==> src/rtl/spi_frame_assembler.sv <==
// SPI slave frame assembler: packs received bytes into BYTES_PER_FRAME-byte frames
// framed by chip select, and buffers completed frames in a first-word fall-through FIFO.
module spi_frame_assembler #(
    parameter int unsigned BYTES_PER_FRAME = 3,
    parameter int unsigned FIFO_DEPTH      = 4
) (
    input  logic                            clk,
    input  logic                            rst,
    input  logic                            i_rx_dv,
    input  logic [7:0]                      i_rx_byte,
    input  logic                            i_cs_n,
    output logic                            o_frame_valid,
    output logic [8*BYTES_PER_FRAME-1:0]    o_frame_data,
    input  logic                            i_frame_ready,
    output logic                            o_frame_err,
    output logic                            o_overflow,
    output logic [$clog2(FIFO_DEPTH):0]     o_fifo_count
);

    localparam int unsigned FW   = 8 * BYTES_PER_FRAME;
    localparam int unsigned PW   = $clog2(FIFO_DEPTH);
    localparam int unsigned CNTW = PW + 1;
    localparam int unsigned BCW  = 3;

    typedef enum logic {
        IDLE   = 1'b0,
        ACTIVE = 1'b1
    } state_t;

    // Chip-select synchronizer plus a third copy for edge detection
    logic cs_meta, cs_s, cs_d;
    logic cs_fall, cs_rise;

    always_ff @(posedge clk or posedge rst) begin
        if (rst) begin
            cs_meta <= 1'b1;
            cs_s    <= 1'b1;
            cs_d    <= 1'b1;
        end else begin
            cs_meta <= i_cs_n;
            cs_s    <= cs_meta;
            cs_d    <= cs_s;
        end
    end

    assign cs_fall = cs_d & ~cs_s;
    assign cs_rise = ~cs_d & cs_s;

    state_t          state;
    logic [BCW-1:0]  byte_cnt;
    logic [FW-1:0]   shreg;
    logic            push_req;
    logic [FW-1:0]   push_data;

    logic [FW-1:0]   shift_next;
    logic [BCW-1:0]  cnt_inc;
    logic            frame_done;
    logic            partial_left;

    always_comb begin
        shift_next   = FW'({shreg, i_rx_byte});
        cnt_inc      = byte_cnt + BCW'(1);
        frame_done   = (state == ACTIVE) && i_rx_dv && (cnt_inc == BCW'(BYTES_PER_FRAME));
        // Bytes still held after this cycle's byte (if any) has been taken
        partial_left = i_rx_dv ? !frame_done : (byte_cnt != '0);
    end

    // Framing FSM: byte assembly, frame hand-off and error detection
    always_ff @(posedge clk or posedge rst) begin
        if (rst) begin
            state       <= IDLE;
            byte_cnt    <= '0;
            shreg       <= '0;
            push_req    <= 1'b0;
            push_data   <= '0;
            o_frame_err <= 1'b0;
        end else begin
            push_req    <= 1'b0;
            o_frame_err <= 1'b0;
            case (state)
                IDLE: begin
                    if (i_rx_dv) begin
                        o_frame_err <= 1'b1;
                    end
                    if (cs_fall) begin
                        state    <= ACTIVE;
                        byte_cnt <= '0;
                        shreg    <= '0;
                    end
                end
                ACTIVE: begin
                    if (i_rx_dv) begin
                        shreg <= shift_next;
                        if (frame_done) begin
                            push_req  <= 1'b1;
                            push_data <= shift_next;
                            byte_cnt  <= '0;
                        end else begin
                            byte_cnt <= cnt_inc;
                        end
                    end
                    if (cs_rise) begin
                        state <= IDLE;
                        if (partial_left) begin
                            o_frame_err <= 1'b1;
                            byte_cnt    <= '0;
                            shreg       <= '0;
                        end
                    end
                end
                default: state <= IDLE;
            endcase
        end
    end

    // Output FIFO, first-word fall-through
    logic [FW-1:0]   mem [FIFO_DEPTH];
    logic [PW-1:0]   wr_ptr, rd_ptr;
    logic [CNTW-1:0] count, count_next;
    logic            full, pop, push_ok;

    always_comb begin
        full    = (count == CNTW'(FIFO_DEPTH));
        pop     = o_frame_valid & i_frame_ready;
        push_ok = push_req & (~full | pop);
        case ({push_ok, pop})
            2'b10:   count_next = count + CNTW'(1);
            2'b01:   count_next = count - CNTW'(1);
            default: count_next = count;
        endcase
    end

    always_ff @(posedge clk or posedge rst) begin
        if (rst) begin
            wr_ptr        <= '0;
            rd_ptr        <= '0;
            count         <= '0;
            o_frame_valid <= 1'b0;
            o_overflow    <= 1'b0;
            for (int i = 0; i < int'(FIFO_DEPTH); i++) begin
                mem[i] <= '0;
            end
        end else begin
            o_overflow    <= push_req & full & ~pop;
            count         <= count_next;
            o_frame_valid <= (count_next != '0);
            if (push_ok) begin
                mem[wr_ptr] <= push_data;
                wr_ptr      <= wr_ptr + PW'(1);
            end
            if (pop) begin
                rd_ptr <= rd_ptr + PW'(1);
            end
        end
    end

    assign o_frame_data = mem[rd_ptr];
    assign o_fifo_count = count;

endmodule
==> config.mk <==
export PLATFORM = sky130hd
export DESIGN_NAME = spi_frame_assembler
export DESIGN_NICKNAME = d
export VERILOG_FILES = /design/src/rtl/spi_frame_assembler.sv
export SDC_FILE = /design/constraint.sdc
export NUM_CORES = 1
export LEC_CHECK = 0
export ABC_AREA = 0
export ABC_CLOCK_PERIOD_IN_PS = 8700
export CORE_MARGIN = 1
export CORE_UTILIZATION = 63
export CTS_CLUSTER_SIZE = 24
export DETAILED_ROUTE_END_ITERATION = 8
export PLACE_DENSITY = 0.86
export SLEW_MARGIN = 20
export SYNTH_ARGS = -nofsm -noshare
export SYNTH_HDL_FRONTEND = slang
export SYNTH_SLANG_ARGS = --single-unit
==> constraint.sdc <==
create_clock -name clk -period 8.7 [get_ports clk]
set_input_delay 0.87 -clock clk [delete_from_list [all_inputs] [get_ports clk]]
set_output_delay 0.87 -clock clk [all_outputs]
set_load 0.05 [all_outputs]
==> reports/metrics.csv, run 1 <==
stage,metric,value,unit
timing,tightest_slew,0.963,ns
pwr,powerDensity,288,mW/mm²
synth,seq_area_frac_synth,58.7,%
clock_network,holdBufCountCts,0,
clock_network,htree_levels,4,
timing,hold_violations,0,
critical_path,crit_required,7.83,ns
layout,fillers,551,
layout,final_nets,469,
run,max_cap_viol_count,0,
global_route,gr-usage-all-layers,25.9,%
timing,tns,0,ns
synth,yosys.area.top_type_share,57.5,%
critical_path,cp-start-kind,flip-flop,
placed_design,place_area,0.00708,mm²
timing,fmax,0.274,GHz
clock_network,cts_buffers,17,
synth,syn_area,0.00657,mm²
outcome,status,"complete, no violations",
clock_network,cts_sinks,154,
die,initial_core_util,66.0,%
worst_hold_path,hold_class,flip-flop to flip-flop,
timing,final_max_slew_viol_count,0,
layout,stdcell_count,593,
critical_path,cp_slowest_cell,dfrtp_1,
layout,utilization,77.2,%
clock_network,cts_max_path_buffers,2,
placed_design,routabilityCongestion,0.757,
global_route,grt_pass1_wl,20900,µm
die,die_h,104,µm
route,detail-route-antenna-nets,0,
critical_path,crit_chain,buf_4 > mux4_2 > clkdlybuf4s50_1,
critical_path,path_max_fanout,13,
timing,clock_skew,0.00425,ns
route,dr.first_iter.drc_count,186,
synth,syn_area_per_cell,16.3,µm²
critical_path,end_kind,output pin,
clock_network,cts_tree,built,
layout,antennaDiodeCount,0,
placed_design,dp_slack,5.44,ns
global_route,grt_overflow,0,
critical_path,crit_type,flip-flop to output pin,
placed_design,dp.cells,561,
synth,synthCells,402,
clock_network,cts_resized,0,
clock_network,cts.clk_slew.worst_paths,0.06,ns
critical_path,cp.arrival,2.78,ns
critical_path,max_stage_delay,0.81,ns
critical_path,cp_num_buf_inv,2,
synth,ys_ff_latch,154,
layout,design_area,0.00769,mm²
synth,synth_area_leader_cell,dfrtp_1,
route,wl_per_cell,21.4,µm
timing,setup_viol,0,
synth,syn_nets,424,
pwr,total_leakage_power,3.62,nW
route,vias,3670,
die,fp-row-count,36,
timing,rsz0062_at_grt,false,
route,drt_wl_total,12700,µm
critical_path,critPathTopFamily,buffers and inverters,
synth,netlist_top_cells_count,"dfrtp_1 (151), mux2_2 (113), mux4_2 (24)",
layout,layout-drive-gt1-share,42.8,%
timing,timing.final.ws_setup,5.05,ns
global_route,grt_max_degree,80,
die,ios,43,
clock_network,post_cts_buffers,0,
pwr,peakVddDrop,0.195,mV
route,dr.pass1.iters,4,
global_route,first_global_vias,3925,
placed_design,io_buffers,42,
die,core_area,0.00995,mm²
clock_network,worstSkewPairLatency,0.52,ns
synth,yosysMostFrequentCell,dfrtp_1,
timing,maxSlewHeadroom,35.8,%
synth,synth-main-ff-cell,dfrtp_1,
die,dieArea,0.0108,mm²
timing,finalCritPeriodShare,42.0,%
die,die_w,104,µm
route,drcViolationCount,0,
route,via_per_inst,6.19,
global_route,antenna_found_initial,0,
synth,ys_warn_count,0,
clock_network,root_buffer,clkbuf_8,
placed_design,dpl.hpwl,7430,µm
synth,synth-edff-count,0,
synth,ys_async_sr_fraction,100,%
timing,period_needed,3.65,ns
layout,area_delta_synth_final,17.1,%
synth,ys_types,41,
synth,synthTopCellsByArea,"dfrtp_1 (58%), mux2_2 (19%), mux4_2 (8.2%)",
[path summary, 6_finish.rpt]
path | slack, ns | startpoint | endpoint | cells after the start
worst max-delay path | 5.05 | rd_ptr[1]$_DFFE_PP0P_ | o_frame_data[2] | 3
worst min-delay path | 0.36 | cs_meta$_DFF_PP1_ | cs_s$_DFF_PP1_ | 0
worst max register to register | 6.15 | o_fifo_count[0]$_DFF_PP0_ | o_frame_valid$_DFF_PP0_ | 8
worst min register to register | 0.36 | cs_meta$_DFF_PP1_ | cs_s$_DFF_PP1_ | 0
max in group asynchronous | 6.44 | rst | push_data[3]$_DFFE_PP0P_ | 3
min in group asynchronous | 0.83 | rst | mem[13]$_DFFE_PP0P_ | 2
[through the flow]
stage / hold slack (ns) / power, mW
finish: 0.365 / 2.22
global placement: 0.350 / 1.44
global route: 0.367 / 2.31
detailed placement: 0.354 / 1.47
floorplan: 0.345 / 1.32
CTS: 0.365 / 2.23
[cell type report]
type / count / area [µm²] / share of cell area [%]
Clock buffer: 19 / 432 / 5.61
Sequential cell: 154 / 3860 / 50.2
Inverter: 9 / 43.8 / 0.570
Clock inverter: 13 / 175 / 2.28
Timing Repair Buffer: 49 / 473 / 6.15
Tap cell: 133 / 166 / 2.16
Multi-Input combinational cell: 216 / 2540 / 33.1
[state kept, by name, summed over array words and instances (netlist names)]
signal / cells
o_fifo_count: 3
push_req: 1
mem: 96
rd_ptr: 2
cs_s: 1
cs_d: 1
o_frame_valid: 1
o_overflow: 1
state: 1
byte_cnt: 3
push_data: 24
shreg: 16
wr_ptr: 2
cs_meta: 1
o_frame_err: 1
[layer usage]
metal / vias to the layer above / part of all wire [%] / track usage (%)
met5: - / 0 / 0
met4: 0 / 1.9 / 10.5
met3: 20 / 2.7 / 4.70
met2: 93 / 51 / 41.8
met1: 1978 / 44 / 35.3
li1: 1579 / - / -
[worst reg2reg max path, delay by kind of cell (launching register included)]
family	cells	cell delay [ns]
adder cells (fa/ha/maj)	2	0.63
AND/OR/NAND/NOR	3	0.60
flip-flops	1	0.44
AO/OA/AOI/OAI	1	0.34
multiplexers	1	0.28
buffers and inverters	1	0.12
[cells in the final DEF, fill, tap and decap left out, types with 2 or more instances in the layout]
cell | synthesis | layout
clkinv_2 | 0 | 5
nand2_1 | 6 | 6
xor2_1 | 2 | 2
dfrtp_1 | 151 | 151
or3_1 | 2 | 2
mux4_2 | 24 | 24
nor2_1 | 3 | 3
mux2_4 | 8 | 8
nand2b_1 | 2 | 2
inv_1 | 8 | 7
a21oi_1 | 3 | 3
xnor2_1 | 4 | 4
inv_6 | 1 | 2
bufinv_16 | 0 | 4
buf_4 | 1 | 7
a32o_1 | 17 | 17
and2_1 | 2 | 2
a21oi_2 | 5 | 5
clkbuf_8 | 0 | 2
clkinvlp_4 | 0 | 4
dfstp_2 | 3 | 3
clkdlybuf4s50_1 | 0 | 42
clkbuf_16 | 0 | 16
mux2_2 | 113 | 113
ha_1 | 8 | 8
nor2b_1 | 2 | 2
[cells by family after synthesis]
group,count (synthesis),synth area share (%)
DFF,154,58.7
muxes,146,29.6
AOI/OAI and AO/OA,32,4.53
buffers and inverters,32,2.61
and+or+nand+nor,23,1.87
adders and majority gates,9,1.83
xor gates and xnor gates,6,0.800
[where the power goes]
group	internal, mW	total, mW	switching (mW)
Sequential	0.839	0.963	0.124
Combinational	0.235	0.504	0.268
Clock	0.470	0.750	0.279
No activity file was read; power rests on OpenSTA's default activity.
==> run 2: changes to the inputs <==
Settings changed: ABC_CLOCK_PERIOD_IN_PS 8700 to 3300, CORE_UTILIZATION 63 to 53, PLACE_DENSITY 0.86 to 0.78.
Clock period 8.7 ns to 3.3 ns, I/O delays scaled along.
==> run 2 against run 1 <==
- clock power rose to 3.1 times the previous value
- worst hold slack worse by 0.059 ns
- non-clock buffer count up 7
- die area up 18%
- global-route usage down 3.5 points
- wire length down 0.80%
- critical path depth unchanged
- count of clock-buffer cells in the layout up 2
==> reports/metrics.csv, run 2 (synthesis results as in run 1) <==
stage,metric,value,unit
outcome,status,"complete, no violations",
pwr,peakVddDrop,0.614,mV
clock_network,post_cts_buffers,0,
timing,maxSlewHeadroom,42.0,%
global_route,gr-usage-all-layers,22.4,%
clock_network,holdBufCountCts,0,
timing,hold_violations,0,
global_route,antenna_found_initial,0,
critical_path,critPathTopFamily,buffers and inverters,
placed_design,routabilityCongestion,0.732,
critical_path,cp_slowest_cell,clkdlybuf4s50_1,
timing,setup_viol,0,
pwr,total_leakage_power,3.70,nW
critical_path,cp_num_buf_inv,2,
critical_path,crit_required,2.97,ns
route,detail-route-antenna-nets,0,
timing,finalCritPeriodShare,82.0,%
timing,period_needed,2.71,ns
critical_path,crit_type,flip-flop to output pin,
clock_network,worstSkewPairLatency,0.42,ns
layout,antennaDiodeCount,0,
clock_network,cts_sinks,154,
route,vias,3626,
clock_network,cts_tree,built,
placed_design,dp.cells,603,
layout,area_delta_synth_final,20.2,%
run,max_cap_viol_count,0,
clock_network,htree_levels,4,
die,die_h,113,µm
timing,final_max_slew_viol_count,0,
timing,rsz0062_at_grt,false,
critical_path,r2r_cells,8,
worst_hold_path,worstHoldStart,i_cs_n,
critical_path,r2r_end,o_frame_valid$_DFF_PP0_,
critical_path,cp-start-kind,flip-flop,
timing,clock_skew,0.00682,ns
global_route,first_global_vias,3809,
route,wl_per_cell,19.8,µm
clock_network,cts_resized,0,
die,fp-row-count,40,
die,ios,43,
route,drt_wl_total,12600,µm
critical_path,max_stage_delay,0.72,ns
layout,layout_common_cells,"dfrtp_1 (150), mux2_2 (113), clkdlybuf4s50_1 (42), mux4_2 (24)",
critical_path,crit-reg2reg-launch,o_fifo_count[0]$_DFF_PP0_,
placed_design,dpl.hpwl,7870,µm
worst_hold_path,hold_path_depth,1,
layout,largest_register_ffs,96,
die,dieArea,0.0128,mm²
critical_path,r2r_setup_slack,0.73,ns
global_route,grt_overflow,0,
layout,fillers,823,
placed_design,io_buffers,42,
clock_network,cts_max_path_buffers,2,
layout,reg_top3,"mem: 96 flops, push_data: 24 flops, shreg: 16 flops",
die,initial_core_util,54.4,%
critical_path,crit_cells,3,
layout,layout-drive-gt1-share,43.7,%
timing,fmax,0.369,GHz
route,via_per_inst,5.71,
global_route,grt_pass1_wl,21300,µm
timing,tightest_slew,0.870,ns
critical_path,cp.arrival,2.38,ns
route,drcViolationCount,0,
worst_hold_path,hold-path-endpoint,cs_meta$_DFF_PP1_,
timing,tns,0,ns
layout,stdcell_count,635,
critical_path,end_kind,output pin,
layout,final_nets,476,
clock_network,cts_buffers,17,
worst_hold_path,hold_class,primary input to flip-flop,
global_route,grt_max_degree,55,
clock_network,cts.clk_slew.worst_paths,0.06,ns
pwr,powerDensity,780,mW/mm²
die,die_w,113,µm
route,dr.pass1.iters,4,
layout,regMostFlops,mem,
layout,final_common_cell,dfrtp_1,
critical_path,path_max_fanout,14,
route,dr.first_iter.drc_count,281,
critical_path,crit_chain,buf_4 > mux4_2 > clkdlybuf4s50_1,
die,core_area,0.0121,mm²
clock_network,root_buffer,clkbuf_16,
## run 2: cell count changes in the layout (fill, tap and decap cells not counted)
cell | previous run | this run
buf_4 | 7 | 13
clkinv_2 | 5 | 1
bufinv_16 | 4 | 7
clkinv_4 | 0 | 2
clkinvlp_4 | 4 | 2
buf_12 | 0 | 1
clkbuf_1 | 1 | 2
clkbuf_16 | 16 | 17
dfrtp_1 | 151 | 150
dfrtp_2 | 0 | 1
inv_6 | 2 | 1
## run 2: cell type report
| cell class | count | area (µm²) | area share [%] |
|---|---|---|---|
| Multi-Input combinational cell | 216 | 2540 | 32.2 |
| Timing Repair Buffer | 56 | 538 | 6.82 |
| Inverter | 9 | 42.5 | 0.539 |
| Clock buffer | 21 | 460 | 5.83 |
| Sequential cell | 154 | 3860 | 48.9 |
| Clock inverter | 11 | 240 | 3.04 |
| Tap cell | 168 | 210 | 2.66 |
## run 2: report_power, final
part | internal, mW | switching, mW
sequential | 2.21 | 0.282
combinational | 0.633 | 0.737
clock | 1.54 | 0.750
## run 2: through the flow
stage	cell area (µm²)	total power [mW]	hold WS (ns)	setup WS, ns	util [%]
detailed placement	7190	3.90	0.355	0.597	59.6
global route	7890	6.42	0.297	0.513	65.4
floorplan	6570	3.48	0.334	0.744	-
CTS	7890	6.20	0.294	0.569	65.4
finish	7890	6.15	0.306	0.593	65.4
global placement	7190	3.83	0.354	0.693	59.6
## run 2: how the worst max path moves through the flow
stage	startpoint	endpoint
3_3_place_gp	i_frame_ready	o_frame_valid$_DFF_PP0_
2_1_floorplan	o_fifo_count[2]$_DFF_PP0_	o_frame_valid$_DFF_PP0_
5_1_grt	rd_ptr[0]$_DFFE_PP0P_	o_frame_data[11]
4_1_cts	rd_ptr[0]$_DFFE_PP0P_	o_frame_data[11]
6_report	rd_ptr[0]$_DFFE_PP0P_	o_frame_data[11]
3_5_place_dp	i_frame_ready	o_frame_valid$_DFF_PP0_
## run 2: per-layer routing
| layer | routed length, µm | vias to the layer above | track usage, % | share of wire, % |
|---|---|---|---|---|
| met4 | 140 | 0 | 7.72 | 1.1 |
| met3 | 463 | 13 | 5.84 | 3.7 |
| met2 | 6290 | 77 | 33.9 | 50 |
| met5 | 0 | - | 0 | 0 |
| li1 | - | 1596 | - | - |
| met1 | 5690 | 1940 | 31.8 | 45 |
==> run 3: changes to the inputs <==
Settings changed: ABC_CLOCK_PERIOD_IN_PS 3300 to 2320.
Clock period 3.3 ns to 2.32 ns, I/O delays scaled along.
==> run 3 against run 2 <==
- critical path depth unchanged
- sequential cell count did not move
- clock skew decreased by 0.0010 ns
- wire length fell by 3.2%
- sequential share of layout area grew 0.33 points
- final cell count grew 0.63%
- worst hold slack got worse by 0.11 ns
- count of clock-buffer cells in the layout decreased by 2
- global-route usage shrank 0.54 points
- core utilization down 0.35 points
- clock power increased by 27%
- largest cell class unchanged
- largest power group unchanged
- highest routed layer unchanged
==> reports/metrics.csv, run 3 (synthesis results as in run 1) <==
stage,metric,value,unit
outcome,status,"complete, no violations",
layout,layout_common_cells,"dfrtp_1 (146), mux2_2 (113), buf_4 (38), mux4_2 (24), clkdlybuf4s50_1 (18)",
die,core_area,0.0121,mm²
layout,final_common_cell,dfrtp_1,
die,initial_core_util,54.4,%
route,dr.pass1.iters,4,
timing,final_max_slew_viol_count,0,
pwr,powerDensity,1070,mW/mm²
layout,layout-drive-gt1-share,50.5,%
layout,utilization,65.1,%
clock_network,holdBufCountCts,0,
die,fp-row-count,40,
clock_network,cts_tree,built,
clock_network,worstSkewPairLatency,0.42,ns
layout,stdcell_count,639,
critical_path,cp-start-kind,flip-flop,
placed_design,place_area,0.00722,mm²
timing,clock_skew,0.00582,ns
clock_network,root_buffer,clkbuf_16,
clock_network,cts_sinks,154,
global_route,antenna_found_initial,0,
critical_path,path_max_fanout,26,
timing,setup_viol,0,
critical_path,crit_required,2.09,ns
worst_hold_path,hold_class,primary input to asynchronous set/reset pin,
timing,timing.hold.ws,0.195,ns
timing,fmax,0.492,GHz
critical_path,crit_type,flip-flop to output pin,
route,drt_wl_total,12200,µm
global_route,grt_max_degree,72,
route,detail-route-antenna-nets,0,
pwr,total_leakage_power,3.74,nW
layout,design_area,0.00785,mm²
clock_network,cts.clk_slew.worst_paths,0.06,ns
route,via_per_inst,5.63,
clock_network,htree_levels,4,
global_route,grt_overflow,0,
layout,reg_top3,"mem: 96 flops, push_data: 24 flops, shreg: 16 flops",
layout,final_nets,481,
route,dr.first_iter.drc_count,203,
timing,maxSlewHeadroom,65.8,%
route,wl_per_cell,19.1,µm
placed_design,dp.cells,608,
critical_path,cp.arrival,1.80,ns
timing,tightest_slew,0.513,ns
die,die_w,113,µm
layout,antennaDiodeCount,0,
placed_design,dpl.hpwl,7860,µm
clock_network,cts_buffers,17,
pwr,peakVddDrop,0.624,mV
global_route,first_global_vias,3921,
route,vias,3600,
layout,largest_register_ffs,96,
timing,hold_violations,0,
global_route,gr-usage-all-layers,21.9,%
critical_path,end_kind,output pin,
timing,period_needed,2.03,ns
clock_network,cts_resized,0,
placed_design,io_buffers,42,
placed_design,routabilityCongestion,0.755,
die,dieArea,0.0128,mm²
timing,finalCritPeriodShare,87.6,%
clock_network,cts_max_path_buffers,2,
timing,rsz0062_at_grt,false,
route,drcViolationCount,0,
die,ios,43,
die,die_h,113,µm
layout,area_delta_synth_final,19.5,%
layout,regMostFlops,mem,
clock_network,post_cts_buffers,0,
run,max_cap_viol_count,0,
global_route,grt_pass1_wl,20900,µm
-- run 3: area by class of cell --
class,count,area (µm²)
Fill cell,843,4210
Sequential cell,154,3860
Multi-Input combinational cell,216,2540
Timing Repair Buffer,61,566
Clock buffer,19,453
Tap cell,168,210
Clock inverter,12,173
Inverter,9,42.5
-- run 3: per-layer routing --
layer  part of all wire (%)  GRT usage, %
met1                     46          29.4
met2                     50          34.4
met3                    2.4          6.00
met4                    1.2          7.98
met5                      0             0
-- run 3: worst paths after layout --
check / slack [ns] / from / endpoint / cells past startpoint
hold / removal: 0.19 / rst / mem[36]$_DFFE_PP0P_ / 2
setup / recovery: 0.29 / rd_ptr[0]$_DFFE_PP0P_ / o_frame_data[5] / 3
setup reg to reg: 0.32 / o_fifo_count[2]$_DFF_PP0_ / o_frame_valid$_DFF_PP0_ / 8
hold reg to reg: 0.35 / cs_meta$_DFF_PP1_ / cs_s$_DFF_PP1_ / 0
min in group clk: 0.21 / i_cs_n / cs_meta$_DFF_PP1_ / 1
max in group asynchronous: 1.40 / rst / o_frame_valid$_DFF_PP0_ / 3
-- run 3: per-stage QoR --
step / worst slack [ns] / TNS, ns / total power, mW
floorplan: -0.0212 / -0.0850 / 4.96
global placement: 0.125 / 0 / 5.50
finish: 0.287 / 0 / 8.42
detailed placement: 0.0617 / 0 / 5.59
global route: 0.167 / 0 / 8.83
CTS: 0.237 / 0 / 8.50
-- run 3: critical path: stages (launching register included) --
cell	delay (ns)
dfrtp_2	0.37
buf_12	0.24
mux4_2	0.55
buf_4	0.21
-- run 3: where the power goes --
group / switching [mW] / internal, mW / leakage [nW] / total (mW)
Combinational: 1.05 / 0.922 / 1.36 / 1.97
Clock: 1.05 / 1.84 / 0.293 / 2.90
Sequential: 0.397 / 3.16 / 2.08 / 3.55
Total: 2.50 / 5.92 / 3.74 / 8.42
